===== config.mk =====
export PLATFORM = sky130hd
export DESIGN_NAME = uart_rx_deframer_flat
export DESIGN_NICKNAME = d
export VERILOG_FILES = /design/src/rtl/uart_rx_deframer_pkg.sv /design/src/rtl/uart_rx_deframer_if.sv /design/src/rtl/uart_rx_deframer_sync.sv /design/src/rtl/uart_rx_deframer.sv /design/src/flat_wrapper.sv
export SDC_FILE = /design/constraint.sdc
export NUM_CORES = 1
export LEC_CHECK = 0
export CAP_MARGIN = 15
export CORE_ASPECT_RATIO = 2
export CORE_MARGIN = 3
export CORE_UTILIZATION = 50
export DETAILED_ROUTE_END_ITERATION = 8
export PLACE_DENSITY = 0.82
export RECOVER_POWER = 50
export SKIP_LAST_GASP = 1
export SLEW_MARGIN = 10
export SYNTH_ARGS = -nofsm -noshare
export SYNTH_HDL_FRONTEND = slang
export SYNTH_HIERARCHICAL = 1
export SYNTH_SLANG_ARGS = --single-unit

===== constraint.sdc =====
create_clock -name clk_i -period 2.1 [get_ports clk_i]
set_input_delay 0.21 -clock clk_i [delete_from_list [all_inputs] [get_ports clk_i]]
set_output_delay 0.21 -clock clk_i [all_outputs]
set_load 0.02 [all_outputs]

===== src/rtl/uart_rx_deframer_pkg.sv =====
// Shared types and constants for the UART receive deframer.
package uart_rx_deframer_pkg;

  typedef enum logic [2:0] {
    IDLE,
    START,
    DATA,
    PARITY,
    STOP
  } rx_state_t;

  localparam int   UART_FRAME_BITS   = 11;
  localparam int   UART_CLKS_PER_BIT = 8;
  localparam logic START_BIT         = 1'b0;
  localparam logic STOP_BIT          = 1'b1;

  // Zero-extending a narrower payload into the argument leaves its parity unchanged.
  function automatic logic even_parity(input logic [31:0] value);
    return ^value;
  endfunction

endpackage


===== src/rtl/uart_rx_deframer_if.sv =====
// Serial line plus the valid/rd read port of the receive buffer.
interface uart_rx_deframer_if #(
  parameter int DATA_BITS = 8
);

  logic                 rx;
  logic                 rd;
  logic [DATA_BITS-1:0] data_out;
  logic                 valid;
  logic                 parity_err;
  logic                 frame_err;
  logic                 overrun;
  logic                 busy;

  modport slave (
    input  rx, rd,
    output data_out, valid, parity_err, frame_err, overrun, busy
  );

  modport master (
    output rx, rd,
    input  data_out, valid, parity_err, frame_err, overrun, busy
  );

endinterface


===== src/rtl/uart_rx_deframer_sync.sv =====
// Metastability synchronizer for the serial line plus a falling-edge strobe.
module uart_rx_deframer_sync #(
  parameter int SYNC_STAGES = 2
) (
  input  logic clk_i,
  input  logic rst_ni,
  input  logic rx_i,
  output logic rxs_o,
  output logic fall_o
);

  logic [SYNC_STAGES-1:0] sync_q;
  logic                   prev_q;

  // Flops preset high so a reset looks like an idle line, not a start bit.
  always_ff @(posedge clk_i or negedge rst_ni) begin
    if (!rst_ni) begin
      sync_q <= '1;
      prev_q <= 1'b1;
    end else begin
      sync_q <= {sync_q[SYNC_STAGES-2:0], rx_i};
      prev_q <= sync_q[SYNC_STAGES-1];
    end
  end

  assign rxs_o  = sync_q[SYNC_STAGES-1];
  assign fall_o = prev_q & ~rxs_o;

endmodule


===== src/rtl/uart_rx_deframer.sv =====
// UART receiver: recovers start/8-data/even-parity/stop frames into a one-entry read buffer.
module uart_rx_deframer
  import uart_rx_deframer_pkg::*;
#(
  parameter int CLKS_PER_BIT = UART_CLKS_PER_BIT,
  parameter int DATA_BITS    = 8,
  parameter int SYNC_STAGES  = 2
) (
  input logic                clk_i,
  input logic                rst_ni,
  uart_rx_deframer_if.slave  bus
);

  localparam int CW = $clog2(CLKS_PER_BIT);
  localparam int BW = $clog2(DATA_BITS + 1);
  localparam logic [CW-1:0] CNT_LAST = CW'(CLKS_PER_BIT - 1);
  localparam logic [CW-1:0] CNT_MID  = CW'(CLKS_PER_BIT / 2 - 1);
  localparam logic [BW-1:0] BIT_LAST = BW'(DATA_BITS - 1);

  logic rxs;
  logic fall;

  uart_rx_deframer_sync #(.SYNC_STAGES(SYNC_STAGES)) u_sync (
    .clk_i  (clk_i),
    .rst_ni (rst_ni),
    .rx_i   (bus.rx),
    .rxs_o  (rxs),
    .fall_o (fall)
  );

  rx_state_t            state_q, state_d;
  logic [CW-1:0]        cnt_q, cnt_d;
  logic [BW-1:0]        bitCnt_q, bitCnt_d;
  logic [DATA_BITS-1:0] shreg_q, shreg_d;
  logic [DATA_BITS-1:0] data_q, data_d;
  logic                 perr_q, perr_d;
  logic                 stopSample_q, stopSample_d;
  logic                 commit_q, commit_d;
  logic                 valid_q, valid_d;
  logic                 parErr_q, parErr_d;
  logic                 frameErr_q, frameErr_d;
  logic                 overrun_q, overrun_d;

  always_ff @(posedge clk_i or negedge rst_ni) begin
    if (!rst_ni) begin
      state_q      <= IDLE;
      cnt_q        <= '0;
      bitCnt_q     <= '0;
      shreg_q      <= '0;
      data_q       <= '0;
      perr_q       <= 1'b0;
      stopSample_q <= 1'b0;
      commit_q     <= 1'b0;
      valid_q      <= 1'b0;
      parErr_q     <= 1'b0;
      frameErr_q   <= 1'b0;
      overrun_q    <= 1'b0;
    end else begin
      state_q      <= state_d;
      cnt_q        <= cnt_d;
      bitCnt_q     <= bitCnt_d;
      shreg_q      <= shreg_d;
      data_q       <= data_d;
      perr_q       <= perr_d;
      stopSample_q <= stopSample_d;
      commit_q     <= commit_d;
      valid_q      <= valid_d;
      parErr_q     <= parErr_d;
      frameErr_q   <= frameErr_d;
      overrun_q    <= overrun_d;
    end
  end

  always_comb begin
    state_d      = state_q;
    cnt_d        = (cnt_q == CNT_LAST) ? '0 : cnt_q + CW'(1);
    bitCnt_d     = bitCnt_q;
    shreg_d      = shreg_q;
    perr_d       = perr_q;
    stopSample_d = stopSample_q;
    commit_d     = 1'b0;
    data_d       = data_q;
    valid_d      = valid_q;
    parErr_d     = parErr_q;
    frameErr_d   = frameErr_q;
    overrun_d    = overrun_q;

    case (state_q)
      IDLE: begin
        cnt_d    = '0;
        bitCnt_d = '0;
        if (fall) state_d = START;
      end
      START: begin
        if (cnt_q == CNT_MID) begin
          cnt_d   = '0;
          state_d = (rxs == START_BIT) ? DATA : IDLE;
        end
      end
      DATA: begin
        if (cnt_q == CNT_LAST) begin
          shreg_d  = {shreg_q[DATA_BITS-2:0], rxs};
          bitCnt_d = bitCnt_q + BW'(1);
          if (bitCnt_q == BIT_LAST) state_d = PARITY;
        end
      end
      PARITY: begin
        if (cnt_q == CNT_LAST) begin
          perr_d  = rxs ^ even_parity(32'(shreg_q));
          state_d = STOP;
        end
      end
      STOP: begin
        // The cycle after the stop sample commits; a start edge seen here is not lost.
        if (commit_q) begin
          cnt_d    = '0;
          bitCnt_d = '0;
          state_d  = fall ? START : IDLE;
        end else if (cnt_q == CNT_LAST) begin
          stopSample_d = rxs;
          commit_d     = 1'b1;
        end
      end
      default: state_d = IDLE;
    endcase

    // A commit beats a simultaneous read: the new byte replaces the one being consumed.
    if (commit_q) begin
      data_d     = shreg_q;
      parErr_d   = perr_q;
      frameErr_d = (stopSample_q != STOP_BIT);
      valid_d    = 1'b1;
      overrun_d  = valid_q & ~bus.rd;
    end else if (bus.rd && valid_q) begin
      valid_d    = 1'b0;
      parErr_d   = 1'b0;
      frameErr_d = 1'b0;
      overrun_d  = 1'b0;
    end
  end

  assign bus.data_out   = data_q;
  assign bus.valid      = valid_q;
  assign bus.parity_err = parErr_q;
  assign bus.frame_err  = frameErr_q;
  assign bus.overrun    = overrun_q;
  assign bus.busy       = (state_q != IDLE);

endmodule

===== src/flat_wrapper.sv =====
// flat-port wrapper written by rule: the top's interface ports become plain ports
module uart_rx_deframer_flat import uart_rx_deframer_pkg::*;
#(
  parameter int CLKS_PER_BIT = UART_CLKS_PER_BIT,
  parameter int DATA_BITS    = 8,
  parameter int SYNC_STAGES  = 2
)
  (clk_i, rst_ni, bus_rx, bus_rd, bus_data_out, bus_valid, bus_parity_err, bus_frame_err, bus_overrun, bus_busy);
  uart_rx_deframer_if #(.DATA_BITS(DATA_BITS)) bus_i ();
  input logic clk_i;
  input logic rst_ni;
  input wire logic [$bits(bus_i.rx)-1:0] bus_rx;
  input wire logic [$bits(bus_i.rd)-1:0] bus_rd;
  output wire logic [$bits(bus_i.data_out)-1:0] bus_data_out;
  output wire logic [$bits(bus_i.valid)-1:0] bus_valid;
  output wire logic [$bits(bus_i.parity_err)-1:0] bus_parity_err;
  output wire logic [$bits(bus_i.frame_err)-1:0] bus_frame_err;
  output wire logic [$bits(bus_i.overrun)-1:0] bus_overrun;
  output wire logic [$bits(bus_i.busy)-1:0] bus_busy;
  assign bus_i.rx = bus_rx;
  assign bus_i.rd = bus_rd;
  assign bus_data_out = bus_i.data_out;
  assign bus_valid = bus_i.valid;
  assign bus_parity_err = bus_i.parity_err;
  assign bus_frame_err = bus_i.frame_err;
  assign bus_overrun = bus_i.overrun;
  assign bus_busy = bus_i.busy;
  uart_rx_deframer #(.CLKS_PER_BIT(CLKS_PER_BIT), .DATA_BITS(DATA_BITS), .SYNC_STAGES(SYNC_STAGES)) u_core (.clk_i(clk_i), .rst_ni(rst_ni), .bus(bus_i));
endmodule

# Word level (Yosys, flattened, before mapping)
# Cells that the tools add are included.
dict set report classes {
  n_addsub 2
  n_eq_ne 13
  mux 24
  bitwise_logic 7
  n_reduce_logical 11
}
# cell count
set op_table {}
lappend op_table {{32-bit XOR reduction} 1}
lappend op_table {{3-bit 2-to-1 mux} 9}
lappend op_table {{3-bit one-hot mux with 5 select lines} 1}
lappend op_table {{2-bit by 1-bit != test with 1-bit output, second input constant} 6}
lappend op_table {{4-bit one-hot mux with 3 select lines} 1}
lappend op_table {{3-bit by 2-bit equality test with 1-bit output, second input constant} 3}
lappend op_table {{1-bit 2-to-1 mux} 9}
lappend op_table {{3-bit one-hot mux with 3 select lines} 1}
lappend op_table {{4-bit 2-to-1 mux} 2}
lappend op_table {{3-bit equality test, second input constant} 2}
lappend op_table {{3-bit AND reduction} 2}
lappend op_table {{6-bit AND reduction} 1}
lappend op_table {{3-bit nonzero test} 2}
lappend op_table {{4-bit by 1-bit adder with 4-bit output, second input constant} 1}
lappend op_table {{4-bit by 3-bit equality test with 1-bit output, second input constant} 1}
lappend op_table {{1-bit NOT} 4}
lappend op_table {{2-bit AND reduction} 2}
lappend op_table {{3-bit by 1-bit adder with 3-bit output, second input constant} 1}
lappend op_table {{3-bit by 1-bit equality test with 1-bit output, second input constant} 1}
lappend op_table {{3-bit logical NOT} 1}
lappend op_table {{1-bit AND} 2}
lappend op_table {{2-bit 2-to-1 mux} 1}
lappend op_table {{2-bit nonzero test} 1}
lappend op_table {{1-bit logical AND} 1}
lappend op_table {{1-bit XOR} 1}
dict set report totals {
  ff_bits 36
  in_bits 4
  out_inout_bits 13
  wordCells 71
}

# Depth between registers and ports, before layout
# Gate-level depths: netlist (run 1).
dict set report depth {
  depth_word 5
  ltp_mapped 6
}

# Cells and area by module
# The synthesis (run 1) kept the hierarchy.
# module n_inst cells_per_inst area_each_um2 seq_area_each_um2
set modules_own_cells {}
lappend modules_own_cells {uart_rx_deframer 1 127 1577.8 825.8}
lappend modules_own_cells {uart_rx_deframer_sync 1 4 92.6 78.8}

# Worst setup path after synthesis (run 1)
# OpenSTA, ideal clock, no wires.
dict set report synth_path {
  kind {register -> register}
  start {register u_core.cnt_q[0]}
  end {register u_core.shreg_q[0]}
  t_arrival_ns 1.471
  required_time_ns 1.975
  path_slack_ns 0.505
  stages_incl_launch_ff 5
  n_path_buf 0
  synth_period_minus_slack_ns 1.595
  cell_sequence {dfrtp_1 > ha_1 > nand2_2 > nor4_4 > mux2_2}
}
dict set report synth_via {
  elab_chain_cells 2
}
# element line_no
set synth_rtl {}
lappend synth_rtl {{from (decl)} uart_rx_deframer.sv:32} ;# logic [CW-1:0] cnt_q, cnt_d;
lappend synth_rtl {{from (signal assigned)} uart_rx_deframer.sv:60} ;# cnt_q <= cnt_d;
lappend synth_rtl {{3-bit equality test} uart_rx_deframer.sv:101} ;# if (cnt_q == CNT_LAST) begin
lappend synth_rtl {{2-bit AND reduction (no source line)} -}
lappend synth_rtl {{to (signal assigned)} uart_rx_deframer.sv:62} ;# shreg_q <= shreg_d;
lappend synth_rtl {{to (decl)} uart_rx_deframer.sv:34} ;# logic [DATA_BITS-1:0] shreg_q, shreg_d;
# Every way passes these cells.
# A chain may end at the register's enable or synchronous reset.

# Worst setup path after layout (run 1)
dict set report layout_path {
  start {register u_core.state_q[0]}
  end {output port bus_busy}
}
dict set report layout_via {
  elab_chain_cells 1
}
# element line_no
set layout_rtl {}
lappend layout_rtl {{from (decl)} uart_rx_deframer.sv:31} ;# rx_state_t state_q, state_d;
lappend layout_rtl {{from (signal assigned)} uart_rx_deframer.sv:59} ;# state_q <= state_d;
lappend layout_rtl {{3-bit nonzero test} uart_rx_deframer.sv:147} ;# assign bus.busy = (state_q != IDLE);
lappend layout_rtl {{to (decl)} flat_wrapper.sv:19} ;# output wire logic [$bits(bus_i.busy)-1:0] bus_busy;
# Every way passes these cells.

==> metrics.cfg, run 1 <==
[run_status]
outcome=completed

[clock_tree]
cts_root_buffer=clkbuf_8
cts-resized-gates=0
cts_hold_buf=0
clockBufferDepth=2
numClockSinks=36
numCtsBuffers=5
clk_latency_ns=0.29
htreeDepth=2
clk_pin_slew_ns=0.08
cts_tree=yes
post_cts_buffers=0

[grt]
track_usage_pct=18.8
grt_pass1_wl_mm=5.44
globalRouteOverflowTotal=0
grt_max_degree=37
antenna_found_initial=0
first_global_vias=1117

[sta]
finalCritPeriodShare_pct=93.3
setup_slack_ns=0.141
fmax_ghz=0.511
period_minus_slack_ns=1.96
setup_viol=0
finalSetupTns_ns=0
slew_headroom_pct=42.3
rsz0062_at_grt=false
hold_violations=0
fin_skew_ns=0.0119
slew_violations=0
tightest_slew_ns=0.865

[critical_path]
rr_startpoint=u_core/cnt_q[0]
critPathLaunchType=register
arrival_ns=1.75
rr_endpoint=u_core/stopSample_q
crit_path_end_kind=output port
regToRegSetupSlack_ns=0.34
reg2reg_depth=4
cp.required_ns=1.89
critical_path_class=reg2out
path_max_fanout=11

[routing]
vias_per_cell=5.92
ant_nets=0
post_drt_wl_per_cell_um=17.4
drtIter0Drc=18
vias=1096
drcViolationCount=0
wl_mm=3.21
dr.pass1.iters=4

[floorplan]
num_rows=29
start_util_pct=52.3
die_area_um2=4110
io-pin-count=17
die_h_um=87.7
dieWidth_um=46.9
core_um2=3190

[hold_path]
min_path_type=reg2reg
hold_end=u_core/u_sync/sync_q[1]
hp-start=u_core/u_sync/sync_q[0]
whs_path_depth=0

[finish]
multiInputGateArea_um2=692
drive_above_1_share_pct=26.6
syn2layout_area_growth_pct=17.4
num_antenna_cells=0
nNetsFinal=161
nFillCells=260
regArea_um2=905

[power_and_ir_drop]
p_leak_uw=0.000909
ir_drop_uv=813
p_per_area_nw_per_um2=807

[run]
maxCapViolCount=0

[synthesis]
ys_ff_latch=36
synthCells=131
avgSynthCellArea_um2=12.8
synth_area_um2=1670
synth.distinct_cells=41
yosysWarnings=6
yosysSeqAreaShare_pct=54.2
syn_nets=139

[placement]
io_buffers=16
globalplace.congestion=0.711
hpwl_mm=2.20
place_ws_ns=0.383

[kinds of logic (layout without fill, tap and decap cells)]
| family | Yosys count | in the layout | share of synthesized area [%] |
|---|---|---|---|
| AOI/OAI and AO/OA | 22 | 22 | 9.51 |
| xor gates and xnor gates | 7 | 7 | 4.49 |
| adders and majority gates | 4 | 4 | 3.00 |
| buffers and inverters | 12 | 35 | 4.42 |
| DFF | 36 | 36 | 54.2 |
| muxes | 21 | 21 | 14.0 |
| and+or+nand+nor | 29 | 29 | 10.4 |
[layout make-up]
cell class	count	area share (%)
Sequential cell	36	46.1
Multi-Input combinational cell	83	35.3
Timing Repair Buffer	20	9.57
Clock buffer	5	3.51
Clock inverter	3	2.17
Tap cell	31	1.98
Inverter	7	1.34
[metrics by stage]
step	std cells	power (µW)	hold WS, ns	util, %	area, µm²
global route	185	1660	0.370	61.4	1960
finish	185	1580	0.366	61.4	1960
detailed placement	177	984	0.351	58.0	1850
global placement	177	977	0.347	58.0	1850
floorplan	131	940	-0.0856	-	1670
CTS	185	1590	0.343	61.5	1960
[critical path, stage by stage (launching register included)]
cell and delay (ns):
dfrtp_1 0.51, or3_1 0.40, clkdlybuf4s50_1 0.54
[power by group]
group | leakage, µW | switching, µW | internal [µW]
Combinational | 0.000375 | 115 | 95.8
Clock | 0.0000541 | 257 | 351
Sequential | 0.000480 | 42.7 | 720
Total | 0.000909 | 415 | 1170
[cells in the mapped netlist]
cell type | count | area [µm²]
dfrtp_1 | 33 | 826
mux2_2 | 19 | 214
inv_1 | 7 | 26.3
nor2_1 | 7 | 26.3
nand2_1 | 6 | 22.5
o21ai_0 | 5 | 25.0
xnor2_1 | 5 | 43.8
ha_1 | 4 | 50.1
o31ai_1 | 4 | 30.0
a21oi_1 | 3 | 15.0
dfstp_2 | 3 | 78.8
nand3_1 | 3 | 15.0
buf_6 | 2 | 22.5
mux2i_1 | 2 | 20.0
or4_1 | 2 | 15.0
a21boi_0 | 1 | 7.51
a21o_1 | 1 | 7.51
a22o_1 | 1 | 8.76
a2bb2oi_1 | 1 | 8.76
a2bb2oi_2 | 1 | 15.0
a311oi_1 | 1 | 8.76
a31o_2 | 1 | 8.76
a31oi_1 | 1 | 6.26
and2b_2 | 1 | 8.76
and3_1 | 1 | 6.26
buf_4 | 1 | 7.51
clkbuf_1 | 1 | 3.75
clkbuf_8 | 1 | 13.8
nand2_2 | 1 | 6.26
nand2b_1 | 1 | 6.26
nand2b_2 | 1 | 8.76
nor2b_4 | 1 | 13.8
nor3_1 | 1 | 5.00
nor4_1 | 1 | 6.26
nor4_4 | 1 | 21.3
o22a_1 | 1 | 8.76
o41ai_1 | 1 | 8.76
or2_2 | 1 | 6.26
or3_1 | 1 | 6.26
xnor3_1 | 1 | 22.5
xor2_1 | 1 | 8.76
[per-layer routing]
layer	up-vias	wire length, µm	track usage (%)
met5	-	0	0
met4	0	91	9.32
met3	9	125	5.76
met2	28	1780	30.9
met1	547	1220	21.2
li1	512	-	-
[sequential cells by signal, summed over array words and instances, names as in the netlist]
| register | cells |
|---|---|
| u_core/bus.overrun | 1 |
| u_core/stopSample_q | 1 |
| u_core/state_q | 3 |
| u_core/cnt_q | 3 |
| u_core/bus.frame_err | 1 |
| u_core/bitCnt_q | 4 |
| u_core/bus.valid | 1 |
| u_core/commit_q | 1 |
| u_core/bus.data_out | 8 |
| u_core/perr_q | 1 |
| u_core/bus.parity_err | 1 |
| u_core/shreg_q | 8 |
| u_core/u_sync/prev_q | 1 |
| u_core/u_sync/sync_q | 2 |
[cell usage in the layout (no fill, tap or decap), types with 2 or more instances in the layout]
cell	netlist	final
mux2i_1	2	2
inv_1	7	7
dfrtp_1	33	33
ha_1	4	4
or4_1	2	2
o21ai_0	5	5
a21oi_1	3	3
xnor2_1	5	5
nand3_1	3	3
nor2_1	7	7
clkbuf_8	1	5
clkdlybuf4s50_1	0	14
dfstp_2	3	2
nand2_1	6	6
o31ai_1	4	4
buf_4	1	3
dlygate4sd3_1	0	2
mux2_2	19	19
[worst max-delay path by stage]
stage	cells past startpoint	startpoint	end	slack [ns]
after floorplan	4	u_core/cnt_q[0]	u_core/shreg_q[0]	0.50
after global placement	4	u_core/state_q[1]	u_core/shreg_q[7]	0.43
after detailed placement	4	u_core/cnt_q[0]	u_core/stopSample_q	0.38
after CTS	2	u_core/state_q[0]	bus_busy	0.13
after global routing	2	u_core/state_q[0]	bus_busy	0.08
final	2	u_core/state_q[0]	bus_busy	0.14
Note: power is estimated with default switching activity, not from simulation.
==> run 2: changes to the inputs <==
CAP_MARGIN = unset   (was 15)
CORE_MARGIN = 5   (was 3)
CORE_UTILIZATION = 33   (was 50)
PLACE_DENSITY = 0.61   (was 0.82)
==> run 2 against run 1 <==
Hold slack worse by 0.0012 ns; total power down 9.1%; maximum frequency up 0.41%; routed wire length down 5.9%; sequential share of layout area about the same; cell area about the same; sequential power about the same; register-to-register slack worse by 0.12 ns; critical endpoint unchanged.
==> metrics.cfg, run 2 (synthesis results as in run 1) <==
[power_and_ir_drop]
switchingPower_uw=390  ; -6.1%
p_seq_share_pct=52.9  ; +4.7 points
cell_internal_pwr_uw=1050  ; -10%
p_leak_uw=0.000893  ; -1.8%
ir_drop_uv=421  ; -48%
p_per_area_nw_per_um2=734  ; -9.0%
clkPwrFrac_pct=32.6  ; -5.9 points
pwr-share-comb_pct=14.4  ; +1.0 points
p_sw_share_pct=27.1  ; +0.85 points

[grt]
antenna_found_initial=0  ; unchanged
first_global_vias=1179  ; +5.6%
grt_max_degree=37  ; unchanged
grt_pass1_wl_mm=5.43  ; -0.26%
globalRouteOverflowTotal=0  ; unchanged
track_usage_pct=10.7  ; -8.1 points

[placement]
place_ws_ns=0.385  ; +0.00257 ns
globalplace.congestion=0.845  ; +19%
io_buffers=16  ; unchanged
hpwl_mm=2.23  ; +1.4%
placedCellCount=203  ; +15%

[clock_tree]
clk_pin_slew_ns=0.08  ; about the same
numClockSinks=36  ; unchanged
post_cts_buffers=0  ; unchanged
cts_tree=yes
clk_latency_ns=0.29  ; about the same
cts_root_buffer=clkbuf_8
clockBufferDepth=2  ; unchanged
cts-resized-gates=0  ; unchanged
cts_hold_buf=0  ; unchanged
numCtsBuffers=5  ; unchanged
htreeDepth=2  ; unchanged

[critical_path]
crit_path_end_kind=output port
slowest_stage=dfrtp_1
critical_path_class=reg2out
crit_path_cell_trace=or3_1 -> clkdlybuf4s50_1
critPathLaunchType=register
cp.required_ns=1.89  ; about the same
arrival_ns=1.74  ; about the same
path_max_fanout=12  ; +1
crit_path_max_incr_delay_ns=0.54  ; about the same

[routing]
post_drt_wl_per_cell_um=14.3  ; -18%
vias_per_cell=5.03  ; -15%
drtIter0Drc=10  ; -8
ant_nets=0  ; unchanged
dr.pass1.iters=3  ; -1
drcViolationCount=0  ; unchanged
wl_mm=3.02  ; -5.9%
vias=1061  ; -3.2%

[floorplan]
die_area_um2=6670  ; +62%
start_util_pct=34.0  ; -18 points
core_um2=4910  ; +54%
num_rows=36  ; +24%
dieWidth_um=60.3  ; +29%
die_h_um=111  ; +26%
io-pin-count=17  ; unchanged

[sta]
setup_slack_ns=0.149  ; +0.00795 ns
slew_violations=0  ; unchanged
timing.hold.ws_ns=0.365  ; -0.00120 ns
tightest_slew_ns=0.861  ; -0.00392 ns
finalCritPeriodShare_pct=92.9  ; -0.38 points
finalSetupTns_ns=0  ; unchanged
period_minus_slack_ns=1.95  ; -0.00795 ns
hold_violations=0  ; unchanged
fin_skew_ns=0.0130  ; +0.00108 ns
rsz0062_at_grt=false
setup_viol=0  ; unchanged
fmax_ghz=0.513  ; +0.41%
slew_headroom_pct=42.6  ; +0.26 points

[run_status]
outcome=completed

[finish]
drive_above_1_share_pct=24.7  ; -1.9 points
num_antenna_cells=0  ; unchanged
layout_commonest_cell=dfrtp_1
nNetsFinal=161  ; unchanged
final_cells=211  ; +14%
nFillCells=456  ; +75%
final_cell_mix=dfrtp_1, mux2_2, clkdlybuf4s50_1, inv_1, nor2_1
syn2layout_area_growth_pct=17.3  ; about the same

[hold_path]
min_path_type=reg2reg

[run]
maxCapViolCount=0  ; unchanged

## run 2: cell types whose count changed in the layout (fill, tap and decap cells not counted), sizes merged
cell	before	now
bufinv	1	0
buf	3	2
clkbuf	6	9
clkinvlp	1	0
## run 2: path summary, 6_finish.rpt
check	start	endpoint	slack, ns	cells past startpoint
min reg2reg	u_core/u_sync/sync_q[0]	u_core/u_sync/sync_q[1]	0.36	0
min in group asynchronous	rst_ni	u_core/bus.data_out[6]	0.56	2
max in group asynchronous	rst_ni	u_core/shreg_q[3]	1.00	2
min	u_core/u_sync/sync_q[0]	u_core/u_sync/sync_q[1]	0.36	0
max reg2reg	u_core/commit_q	u_core/state_q[0]	0.22	5
max	u_core/state_q[2]	bus_busy	0.15	2
## run 2: area by class of cell
| type | instances | area [µm²] | area share, % |
|---|---|---|---|
| sequential | 36 | 905 | 46.2 |
| multi-input combinational | 83 | 692 | 35.3 |
| timing repair buffer | 20 | 184 | 9.39 |
| clock buffer | 7 | 76.3 | 3.90 |
| tap | 57 | 71.3 | 3.64 |
| inverter | 7 | 26.3 | 1.34 |
| clock inverter | 1 | 5.00 | 0.255 |
## run 2: power by group through the flow
stage,sequential [µW],combinational (µW),clock [µW]
after CTS,763,213,484
after detailed placement,775,211,0
final,761,208,469
after global routing,766,237,522
after floorplan,747,193,0
after global placement,774,207,0
## run 2: metrics by stage
stage | util (%) | total power [µW] | area [µm²]
after floorplan | - | 940 | 1670
final | 39.9 | 1440 | 1960
after detailed placement | 38.4 | 986 | 1880
after global routing | 39.9 | 1530 | 1960
after global placement | 38.4 | 981 | 1880
after CTS | 40.0 | 1460 | 1970
## run 2: layer usage
layer	up-vias	global-route usage, %	wire length (µm)
li1	504	-	-
met1	521	12.0	1110
met2	24	17.7	1700
met3	12	2.34	100
met4	0	6.07	115
met5	-	0	0
## run 2: critical path, delay by kind of cell (launching register included)
kind | cells | cell delay [ns]
buf+inv | 1 | 0.54
flops | 1 | 0.54
simple gates | 1 | 0.37
==> run 3: changes to the inputs <==
PLACE_DENSITY = 0.57   (was 0.61)
SKIP_LAST_GASP = unset   (was 1)
==> run 3 against run 2 <==
First-iteration DRC count unchanged; critical path depth did not move; sequential cell count stayed put; routed wire length is 2.3% higher; total power up 2.6%; cell count stayed put; global-route usage rose by 0.20 points; combinational power increased by 5%; utilization grew 0.25 points; critical endpoint unchanged; largest power group unchanged.
==> metrics.cfg, run 3 (synthesis results as in run 1) <==
[critical_path]
arrival_ns=1.74  ; about the same
slowest_stage=dfrtp_1
critPathTopFamily=flip-flops
crit_path_max_incr_delay_ns=0.54  ; about the same
crit_path_end_kind=output port
cp_num_buf_inv=1  ; unchanged
crit_path_cell_trace=or3_1 -> clkdlybuf4s50_1
rr_startpoint=u_core/commit_q
cp.required_ns=1.89  ; about the same
setup.worst_path.start=u_core/state_q[2]
critPathLaunchType=register
path_max_fanout=12  ; unchanged
critical_path_class=reg2out

[grt]
antenna_found_initial=0  ; unchanged
grt_max_degree=37  ; unchanged
globalRouteOverflowTotal=0  ; unchanged
grt_pass1_wl_mm=5.47  ; +0.76%
use_met2_pct=18.7  ; +1.0 points
met3_usage_pct=2.69  ; +0.35 points
top_usage_layer=met2
first_global_vias=1139  ; -3.4%
track_usage_pct=10.9  ; +0.20 points
grt_use_met1_pct=11.2  ; -0.75 points

[sta]
slew_headroom_pct=41.0  ; -1.6 points
fmax_ghz=0.513  ; +0.12%
period_minus_slack_ns=1.95  ; -0.00234 ns
rsz0062_at_grt=false
fin_skew_ns=0.0101  ; -0.00292 ns
slew_violations=0  ; unchanged
hold_violations=0  ; unchanged
finalCritPeriodShare_pct=92.8  ; -0.11 points
setup_viol=0  ; unchanged
setup_slack_ns=0.152  ; +0.00234 ns
finalSetupTns_ns=0  ; unchanged
tightest_slew_ns=0.885  ; +0.0239 ns

[clock_tree]
clk_latency_ns=0.29  ; about the same
post_cts_buffers=0  ; unchanged
numCtsBuffers=5  ; unchanged
cts_hold_buf=0  ; unchanged
cts_root_buffer=clkbuf_8
cts-resized-gates=0  ; unchanged
numClockSinks=36  ; unchanged
htreeDepth=2  ; unchanged
clockBufferDepth=2  ; unchanged
cts_tree=yes
clk_pin_slew_ns=0.08  ; about the same

[floorplan]
io-pin-count=17  ; unchanged
num_rows=36  ; unchanged
die_h_um=111  ; unchanged
dieWidth_um=60.3  ; unchanged
start_util_pct=34.0  ; unchanged
core_um2=4910  ; unchanged
die_area_um2=6670  ; unchanged

[power_and_ir_drop]
p_per_area_nw_per_um2=748  ; +1.9%
p_total_uw=1470  ; +2.6%
ir_drop_uv=552  ; +31%
p_leak_uw=0.000895  ; +0.25%

[placement]
place_ws_ns=0.359  ; -0.0263 ns
globalplace.congestion=0.789  ; -6.7%
hpwl_mm=2.25  ; +0.81%
io_buffers=16  ; unchanged

[routing]
drcViolationCount=0  ; unchanged
post_drt_wl_per_cell_um=14.7  ; +2.3%
vias=1064  ; +0.28%
vias_per_cell=5.04  ; +0.28%
drtIter0Drc=10  ; unchanged
wl_mm=3.09  ; +2.3%
dr.pass1.iters=3  ; unchanged
ant_nets=0  ; unchanged

[run_status]
outcome=completed

[hold_path]
min_path_type=reg2reg
hp-start=u_core/u_sync/sync_q[0]

[finish]
drive_above_1_share_pct=25.3  ; +0.65 points
nNetsFinal=161  ; unchanged
syn2layout_area_growth_pct=18.1
multiInputGateArea_um2=692  ; unchanged
final_cell_mix=dfrtp_1, mux2_2, clkdlybuf4s50_1, inv_1, nor2_1
layout_commonest_cell=dfrtp_1
num_antenna_cells=0  ; unchanged
nFillCells=471  ; +3.3%
regArea_um2=905  ; unchanged

[run]
maxCapViolCount=0  ; unchanged

==> run 3: path summary, 6_finish.rpt <==
check                                           to  depth (start not counted)  slack (ns)
setup / recovery                          bus_busy                          2        0.15
hold / removal             u_core/u_sync/sync_q[1]                          0        0.36
setup reg to reg                 u_core/state_q[0]                          5        0.28
hold reg to reg            u_core/u_sync/sync_q[1]                          0        0.36
max in group asynchronous       u_core/bitCnt_q[1]                          2        0.98
min in group asynchronous   u_core/bus.data_out[2]                          2        0.57
==> run 3: final cells by class <==
type,count,area share [%]
multi-input combinational,83,35.1
inverter,7,1.33
clock inverter,1,0.381
timing repair buffer,20,9.33
sequential,36,45.9
clock buffer,7,4.38
tap,57,3.62
==> run 3: power breakdown <==
group | internal [µW] | switching [µW]
logic | 95.8 | 122
registers | 720 | 32.2
clock network | 266 | 238
total | 1080 | 392
==> run 3: per-layer routing <==
layer	wire, µm	share of wire (%)	vias up
met5	0	0	-
met4	117	3.8	0
met3	88	2.8	8
met2	1770	57	16
met1	1120	36	535
li1	-	-	505
==> run 3: through the flow <==
step,util [%],cell area (µm²),std cells,hold slack (ns)
floorplan,-,1670,131,-0.0856
global placement,38.4,1880,203,0.347
detailed placement,38.4,1880,203,0.351
CTS,40.3,1980,211,0.317
global route,40.2,1970,211,0.369
finish,40.2,1970,211,0.358
